===== src/rtl/ewrapper_txq_pkg.sv =====
// Shared packet layout and grant encoding for the emesh transmit queue.
// The packet is {datamode, ctrlmode, dstaddr, srcaddr, data}, data in the LSBs.
package ewrapper_txq_pkg;

  localparam int MODE_W = 2;
  localparam int CTRL_W = 4;
  localparam int ADDR_W = 32;
  localparam int DATA_W = 32;

  localparam int PKT_W = MODE_W + CTRL_W + 2 * ADDR_W + DATA_W;

  localparam int DATA_LSB = 0;
  localparam int SRC_LSB  = DATA_LSB + DATA_W;
  localparam int DST_LSB  = SRC_LSB + ADDR_W;
  localparam int CTRL_LSB = DST_LSB + ADDR_W;
  localparam int MODE_LSB = CTRL_LSB + CTRL_W;

  typedef enum logic {
    GNT_RD = 1'b0,
    GNT_WR = 1'b1
  } grant_e;

endpackage


===== src/rtl/ewrapper_txq_fifo.sv =====
// Single-clock FIFO with a combinational head. A push while full is dropped
// and reported as a one-cycle ovf pulse; full is taken from the registered count.
module ewrapper_txq_fifo
  import ewrapper_txq_pkg::*;
#(
  parameter int DEPTH = 8,
  parameter int AW    = 3,
  parameter int W     = PKT_W
) (
  input  logic         clk,
  input  logic         rst,
  input  logic         push,
  input  logic         pop,
  input  logic [W-1:0] din,
  output logic [W-1:0] dout,
  output logic         empty,
  output logic         full,
  output logic         ovf
);

  localparam logic [AW:0] FULL_CNT = (AW + 1)'(DEPTH);

  logic [W-1:0]  mem_q [DEPTH];
  logic [AW-1:0] wr_ptr_q, wr_ptr_d;
  logic [AW-1:0] rd_ptr_q, rd_ptr_d;
  logic [AW:0]   count_q, count_d;
  logic          do_push;
  logic          do_pop;

  assign full    = (count_q == FULL_CNT);
  assign empty   = (count_q == '0);
  assign do_push = push & ~full;
  assign do_pop  = pop & ~empty;
  assign ovf     = push & full;
  assign dout    = mem_q[rd_ptr_q];

  always_comb begin
    wr_ptr_d = wr_ptr_q;
    rd_ptr_d = rd_ptr_q;
    count_d  = count_q;
    if (do_push) wr_ptr_d = wr_ptr_q + AW'(1);
    if (do_pop)  rd_ptr_d = rd_ptr_q + AW'(1);
    case ({do_push, do_pop})
      2'b10:   count_d = count_q + (AW + 1)'(1);
      2'b01:   count_d = count_q - (AW + 1)'(1);
      default: count_d = count_q;
    endcase
  end

  always_ff @(posedge clk or posedge rst) begin
    if (rst) begin
      wr_ptr_q <= '0;
      rd_ptr_q <= '0;
      count_q  <= '0;
    end else begin
      wr_ptr_q <= wr_ptr_d;
      rd_ptr_q <= rd_ptr_d;
      count_q  <= count_d;
    end
  end

  // Storage needs no reset: stale entries are unreachable once the pointers clear.
  always_ff @(posedge clk) begin
    if (do_push) mem_q[wr_ptr_q] <= din;
  end

endmodule


===== src/rtl/ewrapper_emesh_tx_queue.sv =====
// Two-channel (write/read) transmit queue feeding the emesh link through one output register.
// Define EWRAPPER_TXQ_WR_PRIORITY_EN for strict write priority instead of round-robin.
module ewrapper_emesh_tx_queue
  import ewrapper_txq_pkg::*;
#(
  parameter int DEPTH = 8,
  parameter int AW    = 3
) (
  input  logic        emesh_clk_inb,
  input  logic        reset,
  input  logic        wr_access_in,
  input  logic [1:0]  wr_datamode_in,
  input  logic [3:0]  wr_ctrlmode_in,
  input  logic [31:0] wr_dstaddr_in,
  input  logic [31:0] wr_srcaddr_in,
  input  logic [31:0] wr_data_in,
  output logic        wr_wait_out,
  input  logic        rd_access_in,
  input  logic [1:0]  rd_datamode_in,
  input  logic [3:0]  rd_ctrlmode_in,
  input  logic [31:0] rd_dstaddr_in,
  input  logic [31:0] rd_srcaddr_in,
  input  logic [31:0] rd_data_in,
  output logic        rd_wait_out,
  output logic        emesh_access_outb,
  output logic        emesh_write_outb,
  output logic [1:0]  emesh_datamode_outb,
  output logic [3:0]  emesh_ctrlmode_outb,
  output logic [31:0] emesh_dstaddr_outb,
  output logic [31:0] emesh_srcaddr_outb,
  output logic [31:0] emesh_data_outb,
  input  logic        emesh_wr_wait_inb,
  input  logic        emesh_rd_wait_inb,
  output logic        overflow
);

  logic [PKT_W-1:0] wr_pkt_in, rd_pkt_in;
  logic [PKT_W-1:0] wr_head, rd_head;
  logic             wr_empty, rd_empty;
  logic             wr_full, rd_full;
  logic             wr_ovf, rd_ovf;
  logic             wr_pop, rd_pop;

  logic             oreg_valid_q, oreg_valid_d;
  logic             oreg_write_q, oreg_write_d;
  logic [PKT_W-1:0] oreg_pkt_q, oreg_pkt_d;
  logic             overflow_q, overflow_d;

  logic             link_wait;
  logic             accept;
  logic             load_en;
  logic             load_fire;
  logic             wr_elig, rd_elig;
  grant_e           tie_grant;
  grant_e           grant;

  assign wr_pkt_in = {wr_datamode_in, wr_ctrlmode_in, wr_dstaddr_in, wr_srcaddr_in, wr_data_in};
  assign rd_pkt_in = {rd_datamode_in, rd_ctrlmode_in, rd_dstaddr_in, rd_srcaddr_in, rd_data_in};

  ewrapper_txq_fifo #(.DEPTH(DEPTH), .AW(AW), .W(PKT_W)) u_wr_fifo (
    .clk   (emesh_clk_inb),
    .rst   (reset),
    .push  (wr_access_in),
    .pop   (wr_pop),
    .din   (wr_pkt_in),
    .dout  (wr_head),
    .empty (wr_empty),
    .full  (wr_full),
    .ovf   (wr_ovf)
  );

  ewrapper_txq_fifo #(.DEPTH(DEPTH), .AW(AW), .W(PKT_W)) u_rd_fifo (
    .clk   (emesh_clk_inb),
    .rst   (reset),
    .push  (rd_access_in),
    .pop   (rd_pop),
    .din   (rd_pkt_in),
    .dout  (rd_head),
    .empty (rd_empty),
    .full  (rd_full),
    .ovf   (rd_ovf)
  );

  // Link handshake: the OREG transaction is taken when access is high and the
  // wait input of its own type is low in that cycle; outputs hold until then.
  assign link_wait = oreg_write_q ? emesh_wr_wait_inb : emesh_rd_wait_inb;
  assign accept    = oreg_valid_q & ~link_wait;
  assign load_en   = ~oreg_valid_q | accept;
  assign wr_elig   = ~wr_empty & ~emesh_wr_wait_inb;
  assign rd_elig   = ~rd_empty & ~emesh_rd_wait_inb;
  assign load_fire = load_en & (wr_elig | rd_elig);

`ifdef EWRAPPER_TXQ_WR_PRIORITY_EN
  assign tie_grant = GNT_WR;
`else
  grant_e last_grant_q, last_grant_d;

  assign tie_grant = (last_grant_q == GNT_WR) ? GNT_RD : GNT_WR;

  always_comb begin
    last_grant_d = last_grant_q;
    if (load_fire) last_grant_d = grant;
  end

  // Starts at read so the write channel takes the first tie after reset.
  always_ff @(posedge emesh_clk_inb or posedge reset) begin
    if (reset) last_grant_q <= GNT_RD;
    else       last_grant_q <= last_grant_d;
  end
`endif

  always_comb begin
    if (wr_elig && rd_elig) grant = tie_grant;
    else if (rd_elig)       grant = GNT_RD;
    else                    grant = GNT_WR;
  end

  always_comb begin
    oreg_valid_d = oreg_valid_q;
    oreg_write_d = oreg_write_q;
    oreg_pkt_d   = oreg_pkt_q;
    wr_pop       = 1'b0;
    rd_pop       = 1'b0;
    if (load_en) begin
      if (load_fire) begin
        oreg_valid_d = 1'b1;
        oreg_write_d = (grant == GNT_WR);
        oreg_pkt_d   = (grant == GNT_WR) ? wr_head : rd_head;
        wr_pop       = (grant == GNT_WR);
        rd_pop       = (grant == GNT_RD);
      end else begin
        // Nothing eligible: drop valid but keep the field values on the bus.
        oreg_valid_d = 1'b0;
      end
    end
  end

  assign overflow_d = overflow_q | wr_ovf | rd_ovf;

  always_ff @(posedge emesh_clk_inb or posedge reset) begin
    if (reset) begin
      oreg_valid_q <= 1'b0;
      oreg_write_q <= 1'b0;
      oreg_pkt_q   <= '0;
      overflow_q   <= 1'b0;
    end else begin
      oreg_valid_q <= oreg_valid_d;
      oreg_write_q <= oreg_write_d;
      oreg_pkt_q   <= oreg_pkt_d;
      overflow_q   <= overflow_d;
    end
  end

  assign emesh_access_outb   = oreg_valid_q;
  assign emesh_write_outb    = oreg_write_q;
  assign emesh_datamode_outb = oreg_pkt_q[MODE_LSB +: MODE_W];
  assign emesh_ctrlmode_outb = oreg_pkt_q[CTRL_LSB +: CTRL_W];
  assign emesh_dstaddr_outb  = oreg_pkt_q[DST_LSB +: ADDR_W];
  assign emesh_srcaddr_outb  = oreg_pkt_q[SRC_LSB +: ADDR_W];
  assign emesh_data_outb     = oreg_pkt_q[DATA_LSB +: DATA_W];
  assign wr_wait_out         = wr_full;
  assign rd_wait_out         = rd_full;
  assign overflow            = overflow_q;

endmodule

===== config.mk =====
export PLATFORM = sky130hd
export DESIGN_NAME = ewrapper_emesh_tx_queue
export DESIGN_NICKNAME = d
export VERILOG_FILES = /design/src/rtl/ewrapper_txq_pkg.sv /design/src/rtl/ewrapper_txq_fifo.sv /design/src/rtl/ewrapper_emesh_tx_queue.sv
export SDC_FILE = /design/constraint.sdc
export NUM_CORES = 2
export LEC_CHECK = 0
export ABC_CLOCK_PERIOD_IN_PS = 11300
export CAP_MARGIN = 20
export CORE_UTILIZATION = 34
export DETAILED_ROUTE_END_ITERATION = 10
export PLACE_DENSITY_LB_ADDON = 0.3
export RECOVER_POWER = 25
export SLEW_MARGIN = 20
export SYNTH_ARGS = -nofsm -noshare
export SYNTH_HDL_FRONTEND = slang
export SYNTH_HIERARCHICAL = 1
export SYNTH_SLANG_ARGS = --single-unit

===== constraint.sdc =====
create_clock -name emesh_clk_inb -period 11.3 [get_ports emesh_clk_inb]
set_input_delay 2.26 -clock emesh_clk_inb [delete_from_list [all_inputs] [get_ports emesh_clk_inb]]
set_output_delay 2.26 -clock emesh_clk_inb [all_outputs]
set_load 0.005 [all_outputs]

# Word-level counts from Yosys, hierarchy flattened
# Memories as Yosys holds them, arrays and structs flattened.
# Index checks and enable logic that the tools add are counted.
# Widths: inputs -> output; s select.
dict set report classes {
  n_div 0
  n_addsub 8
  n_reduce_logical 6
  muxes 16
  multipliers 0
  shift 0
  order_cmp 0
  bitwise_logic 23
  eq_ne 6
}
# cell count
set op_table {}
lappend op_table {{$mux 102} 1}
lappend op_table {{$pmux 4 s2} 2}
lappend op_table {{$mux 1} 13}
lappend op_table {{$add 3x1->3 const B} 4}
lappend op_table {{$and 1x1->1} 10}
lappend op_table {{$not 1->1} 9}
lappend op_table {{$add 4x1->4 const B} 2}
lappend op_table {{$eq 4x4->1 const B} 2}
lappend op_table {{$logic_not 4->1} 2}
lappend op_table {{$sub 4x1->4 const B} 2}
lappend op_table {{$eq 2x1->1 const B} 2}
lappend op_table {{$eq 2x2->1 const B} 2}
lappend op_table {{$or 1x1->1} 4}
lappend op_table {{$reduce_bool 2->1} 2}
lappend op_table {{$reduce_and 2->1} 1}
lappend op_table {{$logic_and 1x1->1} 1}
dict set report totals {
  latch_bits 0
  rom_bits 0
  output_inout_bits 107
  wordCells 72
  regBits 126
  ramBits 1632
  n_memories 2
}
# name words word_bits rd rd_clocked_by_memory_dff write_ports line
set memory_table {}
lappend memory_table {u_rd_fifo.mem_q 8 102 1 0 1 ewrapper_txq_fifo.sv:23} ;# logic [W-1:0] mem_q [DEPTH];
lappend memory_table {u_wr_fifo.mem_q 8 102 1 0 1 ewrapper_txq_fifo.sv:23}

# Depth between registers and ports, before layout
dict set report depth {
  word_depth 11
  ltp_mapped 12
  depth_no_buf 10
}

# Hierarchy
# Netlist, hierarchy kept.
# module cells_each seq_area_each_um2 instances area_each_um2
set modules_own_cells {}
lappend modules_own_cells {{ewrapper_txq_fifo at u_rd_fifo} 1248 24753.7 1 31547.8}
lappend modules_own_cells {{ewrapper_txq_fifo at u_wr_fifo} 1248 24753.7 1 31545.3}
lappend modules_own_cells {ewrapper_emesh_tx_queue 496 2652.5 1 5356.4}

# Least setup slack after synthesis
# OpenSTA, ideal clock, no wires.
dict set report synth_path {
  path_kind {input -> register}
  start {input rd_access_in}
  end {memory u_rd_fifo/mem_q[0][0] in the netlist's numbering, enable pin}
  stages 2
  arrival_time_ns 9.293
  slack_ns 1.320
  n_path_buf 0
  cell_sequence {nand3b_1 -> nor3_1}
}
dict set report synth_between {
  elab_chain_len 3
}
# element line
set synth_lines {}
lappend synth_lines {{start, declared} ewrapper_emesh_tx_queue.sv:18} ;# input logic rd_access_in,
lappend synth_lines {{$and 1x1->1} ewrapper_txq_fifo.sv:32} ;# assign do_push = push & ~full;
lappend synth_lines {{$mux 1} ewrapper_txq_fifo.sv:64} ;# if (do_push) mem_q[wr_ptr_q] <= din;
lappend synth_lines {{$mux 1 (implied by the code)} ewrapper_txq_fifo.sv:64}
lappend synth_lines {{end, declared} ewrapper_txq_fifo.sv:23}
# Every way passes these cells.

# Worst setup path in the final report
dict set report layout_path {
  start {input emesh_rd_wait_inb}
  end {register u_rd_fifo.count_q[3]}
}
dict set report layout_between {
  elab_chain_len 10
}
# element line
set layout_lines {}
lappend layout_lines {{start, declared} ewrapper_emesh_tx_queue.sv:33} ;# input logic emesh_rd_wait_inb,
lappend layout_lines {{$mux 1 / $not 1->1 (equally long branches)} {ewrapper_emesh_tx_queue.sv:86, ewrapper_emesh_tx_queue.sv:90}}
lappend layout_lines {{$not 1->1 / $and 1x1->1 (equally long branches)} {ewrapper_emesh_tx_queue.sv:87, ewrapper_emesh_tx_queue.sv:90}}
lappend layout_lines {{$and 1x1->1 (tied with other cells)} ewrapper_emesh_tx_queue.sv:87} ;# assign accept = oreg_valid_q & ~link_wait;
lappend layout_lines {{$or 1x1->1 / $mux 1 (equally long branches)} {ewrapper_emesh_tx_queue.sv:88, ewrapper_emesh_tx_queue.sv:113}}
lappend layout_lines {{$and 1x1->1 / $not 1->1 (equally long branches)} {ewrapper_emesh_tx_queue.sv:91, ewrapper_emesh_tx_queue.sv:130}}
lappend layout_lines {{$mux 1} ewrapper_emesh_tx_queue.sv:125} ;# if (load_fire) begin
lappend layout_lines {{$mux 1 (*)} ewrapper_emesh_tx_queue.sv:124} ;# if (load_en) begin
lappend layout_lines {{$and 1x1->1 (*)} ewrapper_txq_fifo.sv:33} ;# assign do_pop = pop & ~empty;
lappend layout_lines {{via u_rd_fifo.do_pop} ewrapper_txq_fifo.sv:28} ;# logic do_pop;
lappend layout_lines {{$eq 2x1->1 / $eq 2x2->1 (equally long branches)} ewrapper_txq_fifo.sv:43} ;# case ({do_push, do_pop})
lappend layout_lines {{$pmux 4 s2 / $reduce_bool 2->1 (equally long branches)} n/a}
lappend layout_lines {{end signal, assigned} ewrapper_txq_fifo.sv:58} ;# count_q <= count_d;
lappend layout_lines {{end, declared} ewrapper_txq_fifo.sv:26} ;# logic [AW:0] count_q, count_d;
# Mark *: on every way through the listed nets, which the timed path passes. The rest lies on a longest branch.
# A chain may end at the register's enable or synchronous reset.

==> results by group <==
Run status
  – Status: finished, violations left
  – Failing checks: DRC

Power and ir drop
  – Combinational Power Share: 30.1%
  – Cell Int Power: 0.0145 W
  – Switching Power: 0.00627 W
  – Clk pwr share: 26.9%
  – Worst vdd ir: 0.188 mV
  – Power Density: 259 mW/mm^2
  – Sequential Power Share: 43.0%
  – Switching portion of total power: 30.2%
  – P_leak: 25.6 nW
  – PnR Total Power: 0.0207 W

Setup path
  – R2R Setup Slk: 6.87 ns
  – Critical Path RT: 11.96 ns
  – Crit Reg-Reg Endpoint: oreg_pkt_q[86]$_DFFE_PP0P_
  – WS Path Type: in2reg
  – Worst-path fanout max: 52
  – Worst r2r src: u_wr_fifo/rd_ptr_q[0]$_DFFE_PP0P_
  – Critical path launch point: emesh_rd_wait_inb
  – CP arrival: 6.32 ns
  – Setup crit end kind: flop
  – Startpoint Class: primary input
  – Worst setup path endpoint: u_rd_fifo/count_q[3]$_DFFE_PP0P_
  – Cells on worst reg2reg path: 8

Routing
  – Vias: 31600
  – 1st-iter DRT viols: 2395
  – Wirelength per Cell: 27.1 um
  – DRC viols: 28
  – Final ANT Viol Nets: 0
  – DRT Pass-1 Iters: 8
  – Routed WL: 167000 um
  – DR vias/cell: 5.12

Floorplan
  – Die Ht: 451 um
  – Ports: 317
  – Die X: 451 um
  – Row count: 164
  – Die area: 0.203 mm^2
  – Initial Util: 34.2%
  – Core Box Area: 0.200 mm^2

Global route
  – Total GRT Usage: 16.4%
  – First-pass GRT wire length: 241000 um
  – Antenna violations before repair: 92
  – Largest net degree at the start of global routing: 103
  – Congestion Overflow GR: 0
  – Vias in the first global route: 32300

Synth
  – Area leader, netlist: edfxtp_1
  – Number of synthesized register bits: 1758
  – Post-synthesis sequential area ratio: 76.2%
  – EDFF count, synth: 1632
  – Syn nets: 3214
  – Largest cells by area after synthesis: edfxtp_1, mux4_2, dfrtp_1
  – Netlist Area Pre-Place: 0.0684 mm^2
  – Commonest cells in the netlist: edfxtp_1, mux4_2, dfrtp_1, mux2_2, inv_1
  – Yosys cell types: 45
  – Post-Synthesis Mean Instance Area: 22.9 um^2
  – Most common cell in the netlist: edfxtp_1
  – Ys async rst share: 7.17%
  – Synthesis Warnings: 6
  – Post-Synthesis Cells: 2992
  – Ys flop type: edfxtp_1
  – Top cell type's share of synthesized area: 71.6%

Final layout
  – Layout area overhead: 16.7%
  – Layout cell share with drive strength beyond 1: 27.3%
  – Final net count: 3583
  – Number of fill cells in the layout: 17600
  – Final cell count without fillers: 6172

Placement
  – Dpl cells: 5843
  – Setup Slack @ Placement: 4.84 ns
  – Port-buffer cells: 316
  – Placer congestion estimate: 0.814
  – Post-detail-place hpwl: 102000 um

STA
  – Worst Tran Pin Value: 1.08 ns
  – Max Freq: 0.177 GHz
  – Setup ws final: 5.64 ns
  – RSZ-0062 raised after global routing: false
  – Slew margin rel.: 28.3%
  – Final Hold Vio Count: 0
  – Setup TNS: 0 ns
  – Final period utilization: 50.1%
  – Max Slew Vio Count: 0
  – # setup viols final: 0
  – Clock skew: 0.0245 ns
  – Post-layout min period: 5.66 ns

Clocking
  – Clock Sinks: 1758
  – Clk slew on worst S/H paths: 0.06 ns
  – CTS tree: built
  – Total CTS buffers: 171
  – CTS HTree Levels: 4
  – CTS Buffer Depth: 3
  – Post_cts resized: 0
  – CTS Hold Buffers Added: 0
  – Skew-Pair Late Insertion Delay: 0.80 ns
  – Root Buffer: clkbuf_16
  – Setup bufs post-CTS: 0

Hold path
  – HP Start: overflow$_DFF_PP0_
  – Hold WC Path Type: reg2reg

Flow run
  – Max Cap Violations: 0
-- critical path: stages --
cell	delay (ns)
clkdlybuf4s50_1	0.62
mux2_4	0.59
a2111oi_4	0.44
buf_4	0.60
o41ai_2	0.25
inv_2	0.12
ha_1	0.30
ha_1	0.33
or4b_1	0.52
o311ai_1	0.10
o211ai_1	0.13
-- power groups by stage --
stage / Combinational, W / Clock (W) / Sequential, W
2_1_floorplan: 0.00435 / 0 / 0.00881
3_3_place_gp: 0.00627 / 0 / 0.00908
3_5_place_dp: 0.00630 / 0 / 0.00910
4_1_cts: 0.00632 / 0.00572 / 0.00897
5_1_grt: 0.00665 / 0.00594 / 0.00900
6_report: 0.00623 / 0.00558 / 0.00891
-- logic make-up (layout without fill, tap and decap cells) --
logic type	after synthesis	in the layout	share of synthesized area (%)
other	0	19	0
and+or+nand+nor	65	65	0.508
muxes	619	619	17.4
DFF	1758	1758	76.2
xor gates and xnor gates	12	12	0.154
adders and majority gates	12	12	0.241
buffers and inverters	303	808	2.48
AOI/OAI and AO/OA	223	223	3.05
-- state kept, by name (all words and copies together), names as in the netlist --
signal,cells
u_rd_fifo/mem_q,816
u_rd_fifo/wr_ptr_q,3
u_wr_fifo/rd_ptr_q,3
u_rd_fifo/count_q,4
emesh_write_outb,1
overflow,1
u_wr_fifo/count_q,4
u_wr_fifo/mem_q,816
emesh_access_outb,1
u_rd_fifo/rd_ptr_q,3
last_grant_q,1
u_wr_fifo/wr_ptr_q,3
oreg_pkt_q,102
-- worst min-delay path by stage --
stage                                    end  slack (ns)  cells after the start
after floorplan           overflow$_DFF_PP0_        0.46                      1
after global routing      overflow$_DFF_PP0_        0.52                      1
after detailed placement  overflow$_DFF_PP0_        0.47                      1
final                     overflow$_DFF_PP0_        0.48                      1
after global placement    overflow$_DFF_PP0_        0.49                      1
after CTS                 overflow$_DFF_PP0_        0.49                      1
-- layer usage --
| metal | global-route usage (%) | wire length, um | vias to the layer above |
|---|---|---|---|
| met1 | 22.2 | 72500 | 16900 |
| met2 | 26.2 | 80400 | 795 |
| met3 | 2.84 | 7370 | 379 |
| li1 | - | - | 13500 |
| met4 | 6.58 | 7030 | 28 |
| met5 | 0 | 177 | - |
-- layout make-up --
class                      instances  area (um^2)  share of cell area [%]
antenna                           19         47.5                  0.0595
clock buffer                     236         4810                    6.02
clock inverter                    73          646                   0.808
inverter                         119          452                   0.565
multi-input combinational        931        14700                    18.4
sequential                      1758        52200                    65.3
tap                             2656         3320                    4.16
timing repair buffer             380         3730                    4.67
-- metrics by stage --
step	utilization (%)	instance area, um^2	hold slack [ns]
floorplan	-	68400	0.463
global placement	37.2	74400	0.490
detailed placement	37.2	74400	0.466
CTS	39.9	79800	0.490
global route	40.0	79900	0.525
finish	40.0	79900	0.484
-- layout by cell type, fill, tap and decap left out, drive strengths merged, types with 4 or more instances in the layout --
master	synthesis	routed
mux2	209	209
nand3	7	7
nand2b	4	4
clkbuf	83	236
dfrtp	126	126
nand2	14	14
a2111oi	103	103
nor2	13	13
nor3b	6	6
dlygate4sd3	0	123
inv	119	125
or4b	4	4
clkdlybuf4s50	0	193
clkinvlp	0	4
ha	10	10
mux4	408	408
a221o	102	102
buf	101	64
clkinv	0	53
edfxtp	1632	1632
a21oi	6	6
nor3	6	6
xnor2	10	10
diode	0	19
bufinv	0	10
Note: power is estimated with default switching activity, not from simulation.
